[config.mk]
export PLATFORM = sky130hd
export DESIGN_NAME = sid_envelope
export DESIGN_NICKNAME = d
export VERILOG_FILES = /design/src/rtl/sid_envelope.sv
export SDC_FILE = /design/constraint.sdc
export NUM_CORES = 1
export LEC_CHECK = 0
export CAP_MARGIN = 20
export CORE_MARGIN = 2
export CORE_UTILIZATION = 57
export CTS_BUF_LIST = sky130_fd_sc_hd__clkbuf_2
export CTS_CLUSTER_DIAMETER = 30
export DETAILED_ROUTE_END_ITERATION = 12
export PLACE_DENSITY = 0.79
export SETUP_SLACK_MARGIN = 0.4
export SLEW_MARGIN = 20
export SYNTH_ARGS = -nofsm -noshare
export SYNTH_HDL_FRONTEND = slang
export SYNTH_SLANG_ARGS = --single-unit
[constraint.sdc]
create_clock -name CLK -period 4.78 [get_ports CLK]
set_clock_uncertainty 0.05 [all_clocks]
set_input_delay 0.478 -clock CLK [delete_from_list [all_inputs] [get_ports CLK]]
set_output_delay 0.478 -clock CLK [all_outputs]
set_load 0.05 [all_outputs]
[src/rtl/sid_envelope.sv]
// Per-voice SID ADSR envelope generator with a two-stage VCA that scales the
// 12-bit unsigned voice waveform by the 8-bit envelope into a signed sample.
module sid_envelope #(
  parameter logic [4:0] BASE_ADDR = 5'd0
) (
  input  logic        CLK,
  input  logic        RST,
  input  logic        CLKen,
  input  logic        WR,
  input  logic [4:0]  ADDR,
  input  logic [7:0]  DATA,
  input  logic [11:0] VOICE_IN,
  output logic [7:0]  ENV_OUT,
  output logic [15:0] OUTPUT
);

  localparam logic [4:0] ADDR_CTRL = BASE_ADDR + 5'd4;
  localparam logic [4:0] ADDR_AD   = BASE_ADDR + 5'd5;
  localparam logic [4:0] ADDR_SR   = BASE_ADDR + 5'd6;

  typedef enum logic [1:0] {ST_ATTACK, ST_DECAY_SUSTAIN, ST_RELEASE} state_t;

  state_t r_state, w_state_nxt;
  logic        r_gate, r_gate_lag;
  logic [7:0]  r_ad, r_sr;
  logic [7:0]  r_env, w_env_nxt;
  logic [14:0] r_rate_cnt, w_rate_nxt, w_period;
  logic [4:0]  r_exp_cnt, w_exp_nxt, w_exp_inc, w_exp_top;
  logic [3:0]  w_rate_idx;
  logic        w_tick, w_rise, w_fall;

  logic signed [12:0] r_vca_s;
  logic [7:0]         r_vca_env;
  logic signed [20:0] w_prod;
  logic [15:0]        r_out;
  logic               w_unused;

  always_ff @(posedge CLK) begin
    if (RST) begin
      r_gate <= 1'b0;
      r_ad   <= '0;
      r_sr   <= '0;
    end else if (WR) begin
      case (ADDR)
        ADDR_CTRL: r_gate <= DATA[0];
        ADDR_AD:   r_ad   <= DATA;
        ADDR_SR:   r_sr   <= DATA;
        default: ;
      endcase
    end
  end

  always_ff @(posedge CLK) begin
    if (RST) begin
      r_state    <= ST_RELEASE;
      r_env      <= '0;
      r_rate_cnt <= '0;
      r_exp_cnt  <= '0;
      r_gate_lag <= 1'b0;
    end else if (CLKen) begin
      r_state    <= w_state_nxt;
      r_env      <= w_env_nxt;
      r_rate_cnt <= w_rate_nxt;
      r_exp_cnt  <= w_exp_nxt;
      r_gate_lag <= r_gate;
    end
  end

  always_comb begin
    w_rate_idx = r_sr[3:0];
    case (r_state)
      ST_ATTACK:        w_rate_idx = r_ad[7:4];
      ST_DECAY_SUSTAIN: w_rate_idx = r_ad[3:0];
      default:          w_rate_idx = r_sr[3:0];
    endcase
    w_period = 15'd9;
    case (w_rate_idx)
      4'd0:  w_period = 15'd9;
      4'd1:  w_period = 15'd32;
      4'd2:  w_period = 15'd63;
      4'd3:  w_period = 15'd95;
      4'd4:  w_period = 15'd149;
      4'd5:  w_period = 15'd220;
      4'd6:  w_period = 15'd267;
      4'd7:  w_period = 15'd313;
      4'd8:  w_period = 15'd392;
      4'd9:  w_period = 15'd977;
      4'd10: w_period = 15'd1954;
      4'd11: w_period = 15'd3126;
      4'd12: w_period = 15'd3907;
      4'd13: w_period = 15'd11720;
      4'd14: w_period = 15'd19532;
      default: w_period = 15'd31251;
    endcase
  end

  always_comb begin
    w_exp_top = 5'd30;
    if      (r_env > 8'h5D) w_exp_top = 5'd1;
    else if (r_env > 8'h36) w_exp_top = 5'd2;
    else if (r_env > 8'h1A) w_exp_top = 5'd4;
    else if (r_env > 8'h0E) w_exp_top = 5'd8;
    else if (r_env > 8'h06) w_exp_top = 5'd16;
  end

  // Tick is judged with the old state's rule; a gate edge on the same CLKen
  // only redirects the state, it never cancels the step already taken.
  always_comb begin
    w_state_nxt = r_state;
    w_env_nxt   = r_env;
    w_exp_nxt   = r_exp_cnt;
    w_exp_inc   = r_exp_cnt + 5'd1;
    w_tick      = (r_rate_cnt == w_period);
    w_rate_nxt  = w_tick ? '0 : r_rate_cnt + 15'd1;
    w_rise      = r_gate & ~r_gate_lag;
    w_fall      = ~r_gate & r_gate_lag;
    if (w_tick) begin
      if (r_state == ST_ATTACK) begin
        if (r_env != 8'hFF) w_env_nxt = r_env + 8'd1;
        if (r_env >= 8'hFE) w_state_nxt = ST_DECAY_SUSTAIN;
      end else if (w_exp_inc >= w_exp_top) begin
        w_exp_nxt = '0;
        if (r_state == ST_DECAY_SUSTAIN) begin
          if (r_env > {r_sr[7:4], r_sr[7:4]}) w_env_nxt = r_env - 8'd1;
        end else if (r_env != 8'h00) begin
          w_env_nxt = r_env - 8'd1;
        end
      end else begin
        w_exp_nxt = w_exp_inc;
      end
    end
    if (w_rise) begin
      w_state_nxt = ST_ATTACK;
      w_exp_nxt   = '0;
    end else if (w_fall) begin
      w_state_nxt = ST_RELEASE;
    end
  end

  assign w_prod   = r_vca_s * $signed({1'b0, r_vca_env});
  assign w_unused = ^{w_prod[20], w_prod[3:0]};

  always_ff @(posedge CLK) begin
    if (RST) begin
      r_vca_s   <= '0;
      r_vca_env <= '0;
      r_out     <= '0;
    end else begin
      r_vca_s   <= $signed({1'b0, VOICE_IN}) - 13'sd2048;
      r_vca_env <= r_env;
      r_out     <= w_prod[19:4];
    end
  end

  assign ENV_OUT = r_env;
  assign OUTPUT  = r_out;

endmodule

==> results.cfg <==
[pwr]
switching_share = 0.2907
power_switching_uw = 360.4
p_clk_frac = 0.352
p_comb_frac = 0.063
leakage_uw = 0.004457
intPower_uw = 879.6
sequentialPowerShare = 0.585
power_density_nw_per_um2 = 128.7
peakVddDrop_v = 0.0001201

[synth]
seq_area_frac_synth = 0.2049
synth_fa_ha_area_frac = 0.2961
synth_top_family_by_area = adder cells
yosys_most_used_dff = dfxtp_1
synth_compound_area_frac = 0.1019
synth_mux_area_frac = 0.05627
synth_top_area_cell = dfxtp_1
synth_warnings = 0
synth_xor_area_frac = 0.05444
synth_fp_nets = 1118
synth_seq_cells = 84
synth_edf_count = 0
yosys.area_share.simple = 0.2027
ys_types = 69
synth_cells = 941
synthTopCellsByArea = dfxtp_1 (20%), fa_1 (19%), ha_1 (11%)
synthArstFlopShare = 0
netlist.area_leader.share = 0.2049
synth_area_um2 = 8205
synth_area_per_cell_um2 = 8.720

[clock_tree]
htreeDepth = 3
cts_tree = built
cts.sinks = 84
cts_root_buf = clkbuf_2
clk_latency_ns = 0.65
clk_path_buf_depth = 2
cts_made_buffers = 9
cts.clk_slew.worst_paths_ns = 0.29

[timing]
relSlewSlack = 0.5099
drv_slew = 0
fmaxAchievable_ghz = 0.2229
rsz0062_at_grt = true
hold_viol_final = 0
setup_tns_ns = 0
setup_violations = 0
fin_crit_ns = 4.487
post-route-period-util = 0.9387
tightest_slew_ns = 0.7352

[hold_path]
holdPathStages = 2
hold_end = r_vca_s[11]$_SDFF_PP0_
hp-class = in -> reg
min_from = VOICE_IN[11]

[worst_setup_path]
arrival_ns = 5.00
reg2reg_setup_slack_ns = 0.29
cp_max_fo = 5
start_kind = flip-flop
r2r-end = OUTPUT[15]$_SDFF_PP0_
regToRegStartpoint = r_vca_env[2]$_SDFF_PP0_
r2r_cells = 19
critical_path_class = reg -> reg
worstPathRequired_ns = 5.29
end_kind = flip-flop

[floorplanning]
rows = 43
start_util = 0.5866
die_h_um = 124.0
io_pins = 53
design.die.area_um2 = 15370
die_w_um = 124.0
core_um2 = 13990

[global_routing]
antenna_found_initial = 0
grt_start_max_net_pins = 46
grt_overflow = 0
first_global_vias = 6360
gr-usage-all-layers = 0.2571
grt_pass1_wl_um = 30720

[run_status]
outcome = complete, no violations

[routing]
met3_length_um = 726
dr_total_vias = 6583
dr.max_layer_used = met4
drcViolationCount = 0
first_pass_iters = 5
drtIter0Drc = 445
avgViaCountPerCell = 5.532
dr_wl_met2_um = 9500
wl_um = 19190
routedWlPerCell_um = 16.13
final_antenna_net_count = 0
drt-met1-wl_um = 8675

[finish]
fill_cells = 1036
drive_gt1_frac = 0.1606
syn2layout_area_growth_pct = 17.46
multiInputGateArea_um2 = 6198
final_util = 0.6890
seq_area_um2 = 1730
nets = 1181

[place]
portBuffers = 52
hpwl_um = 13900
place_congestion = 0.8776

[flow_run]
drv_cap = 0
registers in the layout, summed over array words and instances, names as in the netlist:
signal      flops
r_rate_cnt     15
r_gate_lag      1
r_state         2
OUTPUT         16
r_ad            8
r_vca_env       8
r_exp_cnt       5
r_sr            8
r_gate          1
r_vca_s        12
ENV_OUT         8
cell families (layout without fill, tap and decap cells):
group / after synthesis / count (layout)
AO/OA/AOI/OAI: 114 / 114
XOR/XNOR: 51 / 51
adder cells (fa/ha/maj): 148 / 148
buffers and inverters: 175 / 243
flip-flops: 84 / 84
multiplexers: 42 / 42
other: 0 / 1
AND/OR/NAND/NOR: 327 / 327
Yosys cell counts, types with 4 or more instances:
cell type / n
a211oi_1: 4
a21o_1: 19
a21oi_1: 23
a31oi_1: 5
and2_1: 54
and3_1: 8
clkbuf_1: 30
dfxtp_1: 84
fa_1: 77
ha_1: 71
inv_1: 133
mux2i_1: 33
nand2_1: 71
nand2b_1: 10
nand3_1: 10
nand4_1: 10
nor2_1: 79
nor2b_1: 31
nor3_1: 28
nor3b_1: 4
nor4b_1: 4
o211ai_1: 7
o21ai_0: 15
o31ai_1: 4
or2_2: 4
xnor2_1: 30
xor2_1: 21
worst max path at each step:
stage	from	endpoint	slack [ns]
floorplan	r_vca_env[1]$_SDFF_PP0_	OUTPUT[15]$_SDFF_PP0_	0.39
global placement	r_vca_env[2]$_SDFF_PP0_	OUTPUT[15]$_SDFF_PP0_	0.13
detailed placement	r_vca_env[2]$_SDFF_PP0_	OUTPUT[14]$_SDFF_PP0_	0.04
CTS	r_vca_env[0]$_SDFF_PP0_	OUTPUT[15]$_SDFF_PP0_	0.33
global route	r_vca_env[2]$_SDFF_PP0_	OUTPUT[15]$_SDFF_PP0_	0.13
finish	r_vca_env[2]$_SDFF_PP0_	OUTPUT[15]$_SDFF_PP0_	0.29
cell usage in the layout, fill, tap and decap left out, types with 4 or more instances in the layout:
cell type and count:
o21ai_0 11, o211ai_1 7, nand2_1 64, a211oi_1 4, xor2_1 21, nor2_1 78
inv_1 125, buf_4 32, xnor2_1 30, dfxtp_4 10, nor3_1 26, nand3_1 9
nand2_2 7, and3_1 8, nor4b_1 4, mux2i_1 33, and2_1 51, or2_2 4
nand4_1 10, clkbuf_2 9, ha_1 55, a21oi_2 4, nand2b_1 10, inv_6 4
inv_2 9, buf_6 6, fa_1 69, a21oi_1 19, clkdlybuf4s50_1 51, fa_2 8
dfxtp_1 65, nor2b_1 30, a21o_1 19, dfxtp_2 9, ha_4 13
metrics by stage:
step | power [µW] | area (µm²) | worst slack (ns) | instances | hold slack (ns)
after detailed placement | 816.1 | 8886 | 0.03782 | 1145 | 0.4335
after global routing | 1281 | 9635 | 0.1282 | 1189 | 0.2125
after floorplan | 775.1 | 8245 | 0.3903 | 941 | 0.4041
after CTS | 1247 | 9389 | 0.3347 | 1176 | 0.2276
after global placement | 815.7 | 8886 | 0.1307 | 1145 | 0.4283
final | 1240 | 9638 | 0.2932 | 1190 | 0.2547
metal layers:
metal  track usage  vias up
met4       0.06039        0
met3       0.04487       32
met5             0        -
met1        0.3502     3207
met2        0.4286      162
li1              -     3182
area by class of cell:
type,count,share of cell area
multi-input combinational,682,0.6431
antenna,1,0.0002596
tap,180,0.02337
inverter,135,0.05258
sequential,84,0.1795
clock inverter,7,0.008438
timing repair buffer,92,0.08802
clock buffer,9,0.004674
worst max-delay path, cell delays in order (launching register included):
cell and delay (ns):
dfxtp_4 0.45, buf_6 0.11, nand2_4 0.04, fa_1 0.47
inv_1 0.05, fa_1 0.50, ha_4 0.29, inv_2 0.03
fa_1 0.50, inv_1 0.05, ha_1 0.26, a21o_1 0.15
a21o_1 0.21, a2111oi_4 0.41, o211a_4 0.24, o31ai_4 0.06
a21o_1 0.19, a21oi_2 0.14, xnor2_1 0.13, nor2_1 0.06
power by group through the flow:
| stage | clock network [µW] | registers [µW] | logic (µW) |
|---|---|---|---|
| floorplan | 0 | 732 | 42.8 |
| global placement | 0 | 740 | 75.4 |
| detailed placement | 0 | 740 | 75.7 |
| CTS | 445 | 725 | 76.5 |
| global route | 469 | 727 | 84.5 |
| finish | 437 | 725 | 77.5 |
what timing repair did:
item / 4_1_cts / 5_1_grt
hold buffers: 0 / 0
pin swaps: 37 / 56
resized for setup: 63 / 41
setup buffers: 15 / 13
hold endpoints to repair: 0 / 0
cloned: 0 / 0
endpoints found under the setup margin: 9 / 17
Note: power is estimated with default switching activity, not from simulation.
